==> config.mk <==
export PLATFORM = sky130hd
export DESIGN_NAME = id_ex_stage
export DESIGN_NICKNAME = d
export VERILOG_FILES = /design/src/rtl/id_ex_stage.sv
export SDC_FILE = /design/constraint.sdc
export NUM_CORES = 1
export LEC_CHECK = 0
export CORE_AREA = 2 2 141 143
export DETAILED_ROUTE_END_ITERATION = 6
export DIE_AREA = 0 0 143 145
export PLACE_DENSITY = 0.73
export SLEW_MARGIN = 20
export SYNTH_ARGS = -nofsm -noshare
export SYNTH_HDL_FRONTEND = slang
export SYNTH_SLANG_ARGS = --single-unit
==> constraint.sdc <==
create_clock -name clk -period 3.4 [get_ports clk]
set_clock_uncertainty 0.15 [all_clocks]
set_input_delay 0.85 -clock clk [delete_from_list [all_inputs] [get_ports clk]]
set_output_delay 0.85 -clock clk [all_outputs]
set_load 0.02 [all_outputs]
==> src/rtl/id_ex_stage.sv <==
// ID/EX pipeline register: load-use hazard detection, write-back
// bypass into the captured operands, saturating bubble counter.
module id_ex_stage #(
    parameter int BUBBLE_CNT_W = 16
) (
    input  logic                    clk,
    input  logic                    rst_n,
    input  logic                    id_valid,
    input  logic [31:0]             id_pc_plus4,
    input  logic [31:0]             id_read_data1,
    input  logic [31:0]             id_read_data2,
    input  logic [31:0]             id_imm,
    input  logic [4:0]              id_rs,
    input  logic [4:0]              id_rt,
    input  logic [4:0]              id_rd,
    input  logic                    id_uses_rt,
    input  logic                    id_reg_write,
    input  logic                    id_mem_to_reg,
    input  logic                    id_mem_read,
    input  logic                    id_mem_write,
    input  logic                    id_alu_src,
    input  logic                    id_reg_dst,
    input  logic [2:0]              id_alu_op,
    input  logic                    wb_reg_write,
    input  logic [4:0]              wb_write_reg,
    input  logic [31:0]             wb_write_data,
    input  logic                    flush,
    input  logic                    hold,
    output logic                    stall,
    output logic                    ex_valid,
    output logic [31:0]             ex_pc_plus4,
    output logic [31:0]             ex_read_data1,
    output logic [31:0]             ex_read_data2,
    output logic [31:0]             ex_imm,
    output logic [4:0]              ex_rs,
    output logic [4:0]              ex_rt,
    output logic [4:0]              ex_rd,
    output logic                    ex_reg_write,
    output logic                    ex_mem_to_reg,
    output logic                    ex_mem_read,
    output logic                    ex_mem_write,
    output logic                    ex_alu_src,
    output logic                    ex_reg_dst,
    output logic [2:0]              ex_alu_op,
    output logic [BUBBLE_CNT_W-1:0] bubble_count
);

    typedef struct packed {
        logic        valid;
        logic [31:0] pc_plus4;
        logic [31:0] rd1;
        logic [31:0] rd2;
        logic [31:0] imm;
        logic [4:0]  rs;
        logic [4:0]  rt;
        logic [4:0]  rd;
        logic        reg_write;
        logic        mem_to_reg;
        logic        mem_read;
        logic        mem_write;
        logic        alu_src;
        logic        reg_dst;
        logic [2:0]  alu_op;
    } id_ex_t;

    localparam logic [BUBBLE_CNT_W-1:0] CNT_ONE =
        {{(BUBBLE_CNT_W-1){1'b0}}, 1'b1};

    id_ex_t                  ex_q;
    id_ex_t                  ex_d;
    id_ex_t                  cap;
    logic [BUBBLE_CNT_W-1:0] cnt_q;
    logic [BUBBLE_CNT_W-1:0] cnt_d;
    logic                    hazard;
    logic                    wb_fwd;
    logic                    byp1;
    logic                    byp2;

    always_comb begin
        hazard = ex_q.valid & ex_q.mem_read & (ex_q.rt != 5'd0) &
                 id_valid &
                 ((ex_q.rt == id_rs) |
                  (id_uses_rt & (ex_q.rt == id_rt)));
    end

    assign stall  = hold | (hazard & ~flush);
    assign wb_fwd = wb_reg_write & (wb_write_reg != 5'd0);
    assign byp1   = wb_fwd & (wb_write_reg == id_rs);
    assign byp2   = wb_fwd & (wb_write_reg == id_rt);

    // Normal capture; a non-valid slot never carries live control.
    always_comb begin
        cap          = '0;
        cap.valid    = id_valid;
        cap.pc_plus4 = id_pc_plus4;
        cap.rd1      = byp1 ? wb_write_data : id_read_data1;
        cap.rd2      = byp2 ? wb_write_data : id_read_data2;
        cap.imm      = id_imm;
        cap.rs       = id_rs;
        cap.rt       = id_rt;
        cap.rd       = id_rd;
        if (id_valid) begin
            cap.reg_write  = id_reg_write;
            cap.mem_to_reg = id_mem_to_reg;
            cap.mem_read   = id_mem_read;
            cap.mem_write  = id_mem_write;
            cap.alu_src    = id_alu_src;
            cap.reg_dst    = id_reg_dst;
            cap.alu_op     = id_alu_op;
        end
    end

    always_comb begin
        ex_d  = ex_q;
        cnt_d = cnt_q;
        if (!hold) begin
            if (flush) begin
                ex_d = '0;
            end else if (hazard) begin
                ex_d = '0;
                if (cnt_q != '1) begin
                    cnt_d = cnt_q + CNT_ONE;
                end
            end else begin
                ex_d = cap;
            end
        end
    end

    always_ff @(posedge clk or negedge rst_n) begin
        if (!rst_n) begin
            ex_q  <= '0;
            cnt_q <= '0;
        end else begin
            ex_q  <= ex_d;
            cnt_q <= cnt_d;
        end
    end

    assign ex_valid      = ex_q.valid;
    assign ex_pc_plus4   = ex_q.pc_plus4;
    assign ex_read_data1 = ex_q.rd1;
    assign ex_read_data2 = ex_q.rd2;
    assign ex_imm        = ex_q.imm;
    assign ex_rs         = ex_q.rs;
    assign ex_rt         = ex_q.rt;
    assign ex_rd         = ex_q.rd;
    assign ex_reg_write  = ex_q.reg_write;
    assign ex_mem_to_reg = ex_q.mem_to_reg;
    assign ex_mem_read   = ex_q.mem_read;
    assign ex_mem_write  = ex_q.mem_write;
    assign ex_alu_src    = ex_q.alu_src;
    assign ex_reg_dst    = ex_q.reg_dst;
    assign ex_alu_op     = ex_q.alu_op;
    assign bubble_count  = cnt_q;

endmodule
# Yosys cells after proc, flatten, opt, wreduce, memory -nomap -nowiden
# Cells that the tools add are included.
# Widths: inputs -> output; s select.
# word_totals
register_bits,169
latchBits,0
mem_bits_rw,0
mem_bits_ro,0
n_memories,0
# classes
addsub,1
mul,0
div_mod_pow,0
order_cmp,0
eq_ne,5
shift,0
mux,5
bitwise,13
reduce_logical,3
# op_table
op,count
$mux 153,2
$mux 32,2
$eq 5x5->1,4
$add 16x1->16 const B,1
$ne 16x16->1 const B,1
$reduce_bool 5->1,2
$and 1x1->1,9
$mux 9,1
$reduce_and 4->1,1
$not 1->1,2
$or 1x1->1,2

# Logic depth before layout (Yosys ltp)
# logic_depth
word_depth,6
depth_mapped,8

# Worst setup path before layout
# No wires, ideal clock.
# synth_timing
kind,input to output
from,input id_rs[4]
to,output stall
t_arrival_ns,2.158
required_time_ns,2.400
setup_slack_ns,0.242
stages,6
n_path_buf,1
cell_sequence,xnor2_1 > nand3_1 > o22ai_1 > clkbuf_1 > nand2_1 > o21bai_1
# synth_via
elab_chain_len,5
# synth_lines
element,line,rtl
start: declaration,13,"input logic [4:0] id_rs,"
$eq 5x5->1,82,((ex_q.rt == id_rs) |
$or 1x1->1,82,
$and 1x1->1,81,id_valid &
$and 1x1->1,86,assign stall = hold | (hazard & ~flush);
$or 1x1->1,86,
end: declaration,29,"output logic stall,"
# Every way passes these cells.

# Worst setup path in the final report
# layout_timing
from,input wb_write_reg[3]
to,"register ex_q, in the netlist ex_read_data2[7]"
# layout_via
elab_chain_len,6
elab_cells_between_ends,7
classes_between,eq/ne: 1; mux: 3; bitwise: 2; reduce/logical: 1
# layout_lines
element,line,rtl
start: declaration,25,"input logic [4:0] wb_write_reg,"
$reduce_bool 5->1,87,assign wb_fwd = wb_reg_write & (wb_write_reg != 5'd0);
$and 1x1->1,87,
$and 1x1->1 *,89,assign byp2 = wb_fwd & (wb_write_reg == id_rt);
$mux 32 *,97,cap.rd2 = byp2 ? wb_write_data : id_read_data2;
$mux 153 *,119,end else if (hazard) begin
$mux 153 *,117,if (flush) begin
end signal: assignment,132,ex_q <= '0;
end signal: assignment,135,ex_q <= ex_d;
end: declaration,69,id_ex_t ex_q;
# Mark *: on every way between the ends. The rest lies on a longest branch, timed or not.
# A chain may end at the register's enable or synchronous reset.

==> flow_metrics.env <==
export IMPL_wirelength_um=23580
export IMPL_outcome="finished, final reports clean"
export IMPL_place_ws_ns=-0.3126
export IMPL_grt_pass1_wl_um=35990
export IMPL_nets=1089
export IMPL_reg2reg_setup_slack_ns=0.79
export IMPL_fillers=1508
export IMPL_cts_tree="built"
export IMPL_critPathMaxStageDelay_ns=0.94
export IMPL_ys_ff_latch=169
export IMPL_p_leak_nw=5.100
export IMPL_post_drt_wl_per_cell_um=20.12
export IMPL_fin_crit_sh_pct=95.73
export IMPL_initial_core_util_pct=37.67
export IMPL_setup_tns_ns=0
export IMPL_p_per_area_nw_per_um2=452.9
export IMPL_avgSynthCellArea_um2=13.94
export IMPL_start_kind="input pin"
export IMPL_numCtsBuffers=17
export IMPL_setup_viol=0
export IMPL_syn_area_um2=7234
export IMPL_cts_setup_buffers=0
export IMPL_ff2ff_path_depth=6
export IMPL_vias=5997
export IMPL_path_class="input pin to flip-flop"
export IMPL_slew_headroom_pct=27.30
export IMPL_rsz0062_at_grt="false"
export IMPL_overflow=0
export IMPL_crit_chain="clkdlybuf4s50_1 > or4_1 > o21ai_2 > nor4_4 > buf_4 > mux2_1 > a22o_1"
export IMPL_clk_latency_ns=0.42
export IMPL_die_area_um2=20740
export IMPL_die_h_um=145
export IMPL_post_route_util_pct=61.93
export IMPL_synth_warning_count=0
export IMPL_hp_class="input pin to asynchronous set/reset pin"
export IMPL_cts_buffer_depth=2
export IMPL_numPortBuffers=365
export IMPL_grt_util_all_layers_pct=22.58
export IMPL_cts_sinks=169
export IMPL_cp_max_fo=13
export IMPL_dr_first_iter_drc_count=274
export IMPL_ir_worst_vdd_v=0.0003167
export IMPL_clkTransAtPathRegs_ns=0.07
export IMPL_fmax_ghz=0.3072
export IMPL_finalHoldViolCount=0
export IMPL_layout_common_cells="clkdlybuf4s50_1, dfrtp_1, a22o_1"
export IMPL_maxSlewViolCount=0
export IMPL_synth_distinct_cells=32
export IMPL_gp_congestion=0.8756
export IMPL_synth_cells=519
export IMPL_worst_slack_ns=0.1451
export IMPL_layout_drive_gt1_share_pct=8.398
export IMPL_first_global_vias=6182
export IMPL_hpwl_um=17000
export IMPL_grt_max_degree=109
export IMPL_r2r_end="ex_mem_to_reg"
export IMPL_cts_max_level=4
export IMPL_first_pass_iters=7
export IMPL_area_growth_pct=64.42
export IMPL_vias_per_cell=5.117
export IMPL_drc_errors=0
export IMPL_ys_seq_area_share_pct=58.46
export IMPL_core_um2=19210
export IMPL_drv_cap=0
export IMPL_die_w_um=143
export IMPL_final_common_cell="clkdlybuf4s50_1"
export IMPL_cts_root_buf="clkbuf_16"
export IMPL_ios=366
export IMPL_crit_required_ns=3.55
export IMPL_row_count=51
export IMPL_grt_antenna_before_repair=2
export IMPL_arrival_ns=3.41
export IMPL_timing_rr_start="ex_rt[2]"
export IMPL_syn_num_nets=716
export IMPL_timing_critical_path_to_type="flip-flop"
export IMPL_slowest_stage="nor4_4"
export IMPL_drt_antenna_violating_nets=0
export IMPL_period_minus_slack_ns=3.255
export IMPL_worstMarginPinSlew_ns=1.082
[worst max-delay path, delay by kind of cell]
family          cells  cell delay (ns)
buf+inv             2             0.84
mux                 1             0.34
simple gates        2             1.09
compound gates      2             0.27
[report_power, final]
part           internal, W  switching, W
logic             0.000605      0.000486
clock network      0.00120      0.000852
registers          0.00215     0.0000927
total              0.00396       0.00143
[routing by layer]
metal / vias to the layer above / GRT usage, % / share of wire (%) / wire length [um]
li1: 2751 / - / - / -
met1: 2922 / 28.44 / 40 / 9476
met2: 298 / 36.87 / 48 / 11370
met3: 26 / 6.832 / 9.2 / 2175
met4: 0 / 7.624 / 2.4 / 556
met5: - / 0 / 0 / 0
[through the flow]
stage / instance area [um2] / power, W / instances / hold slack, ns
finish: 11900 / 0.005387 / 1172 / 0.2799
global route: 11900 / 0.005611 / 1172 / 0.3081
CTS: 11890 / 0.005452 / 1170 / 0.3077
detailed placement: 11260 / 0.003375 / 1138 / 0.3312
global placement: 11260 / 0.003371 / 1138 / 0.3247
floorplan: 7234 / 0.002709 / 519 / 0.4044
[cell type report]
cell class	instances	area [um2]	share of cell area, %
clock buffers	18	439.2	3.692
multi-input cells	307	2766	23.26
diodes	2	5.005	0.04207
clock inverters	14	185.2	1.557
inverters	1	3.754	0.03156
well taps	265	331.6	2.787
flip-flops and latches	169	4229	35.55
repair buffers	396	3935	33.08
[worst max path at each step]
stage                       end       startpoint  cells after the start  slack (ns)
2_1_floorplan             stall         id_rs[4]                      6        0.24
3_3_place_gp              stall         id_rt[3]                      7       -0.28
5_1_grt        ex_read_data2[3]  wb_write_reg[3]                      7        0.06
6_report       ex_read_data2[7]  wb_write_reg[3]                      7        0.15
4_1_cts                   stall         id_rt[3]                      7        0.04
3_5_place_dp   ex_read_data2[7]  wb_write_reg[3]                      7       -0.31
[kinds of logic (layout without fill, tap and decap cells)]
group           after synthesis  in the layout  share of synthesized area, %
fa+ha+maj                     1              1                        0.1729
flops                       169            169                         58.46
xor+xnor                     35             35                         4.237
buf+inv                      43            429                         3.788
other cells                   0              2                             0
compound gates              160            160                         19.51
mux                          65             65                         10.12
simple gates                 46             46                         3.718
[synthesized netlist by cell type]
cell         n  share of area, %
o211a_1      1              0.14
buf_4        1              0.10
o2111ai_1    1              0.12
nand4_1     14               1.2
nand2_1      6              0.31
ha_1         1              0.17
a22o_1     144                17
o21bai_1     1              0.10
a32o_1       9               1.2
nand3_1      9              0.62
nor4_2       2              0.35
mux2_2       5              0.78
o2111a_1     1              0.16
nor4_1       2              0.17
dfrtp_1    169                58
inv_1        1             0.052
clkbuf_1    19              0.99
nor3_1       2              0.14
o21ai_2      1              0.12
xor2_1       4              0.48
and4_1       1              0.12
buf_12       1              0.28
and3_1       5              0.43
a21boi_1     1              0.10
mux2_1      60               9.3
or4_1        2              0.21
buf_8        6               1.2
buf_6        1              0.16
xnor2_1     31               3.8
o22ai_1      1             0.087
nor2_1       3              0.16
buf_2       14              0.97
[what timing repair did]
action                     4_1_cts  5_1_grt
setup endpoints to repair        1        1
resized for setup                3        4
hold buffers                     0        0
No activity file was read; power rests on OpenSTA's default activity.
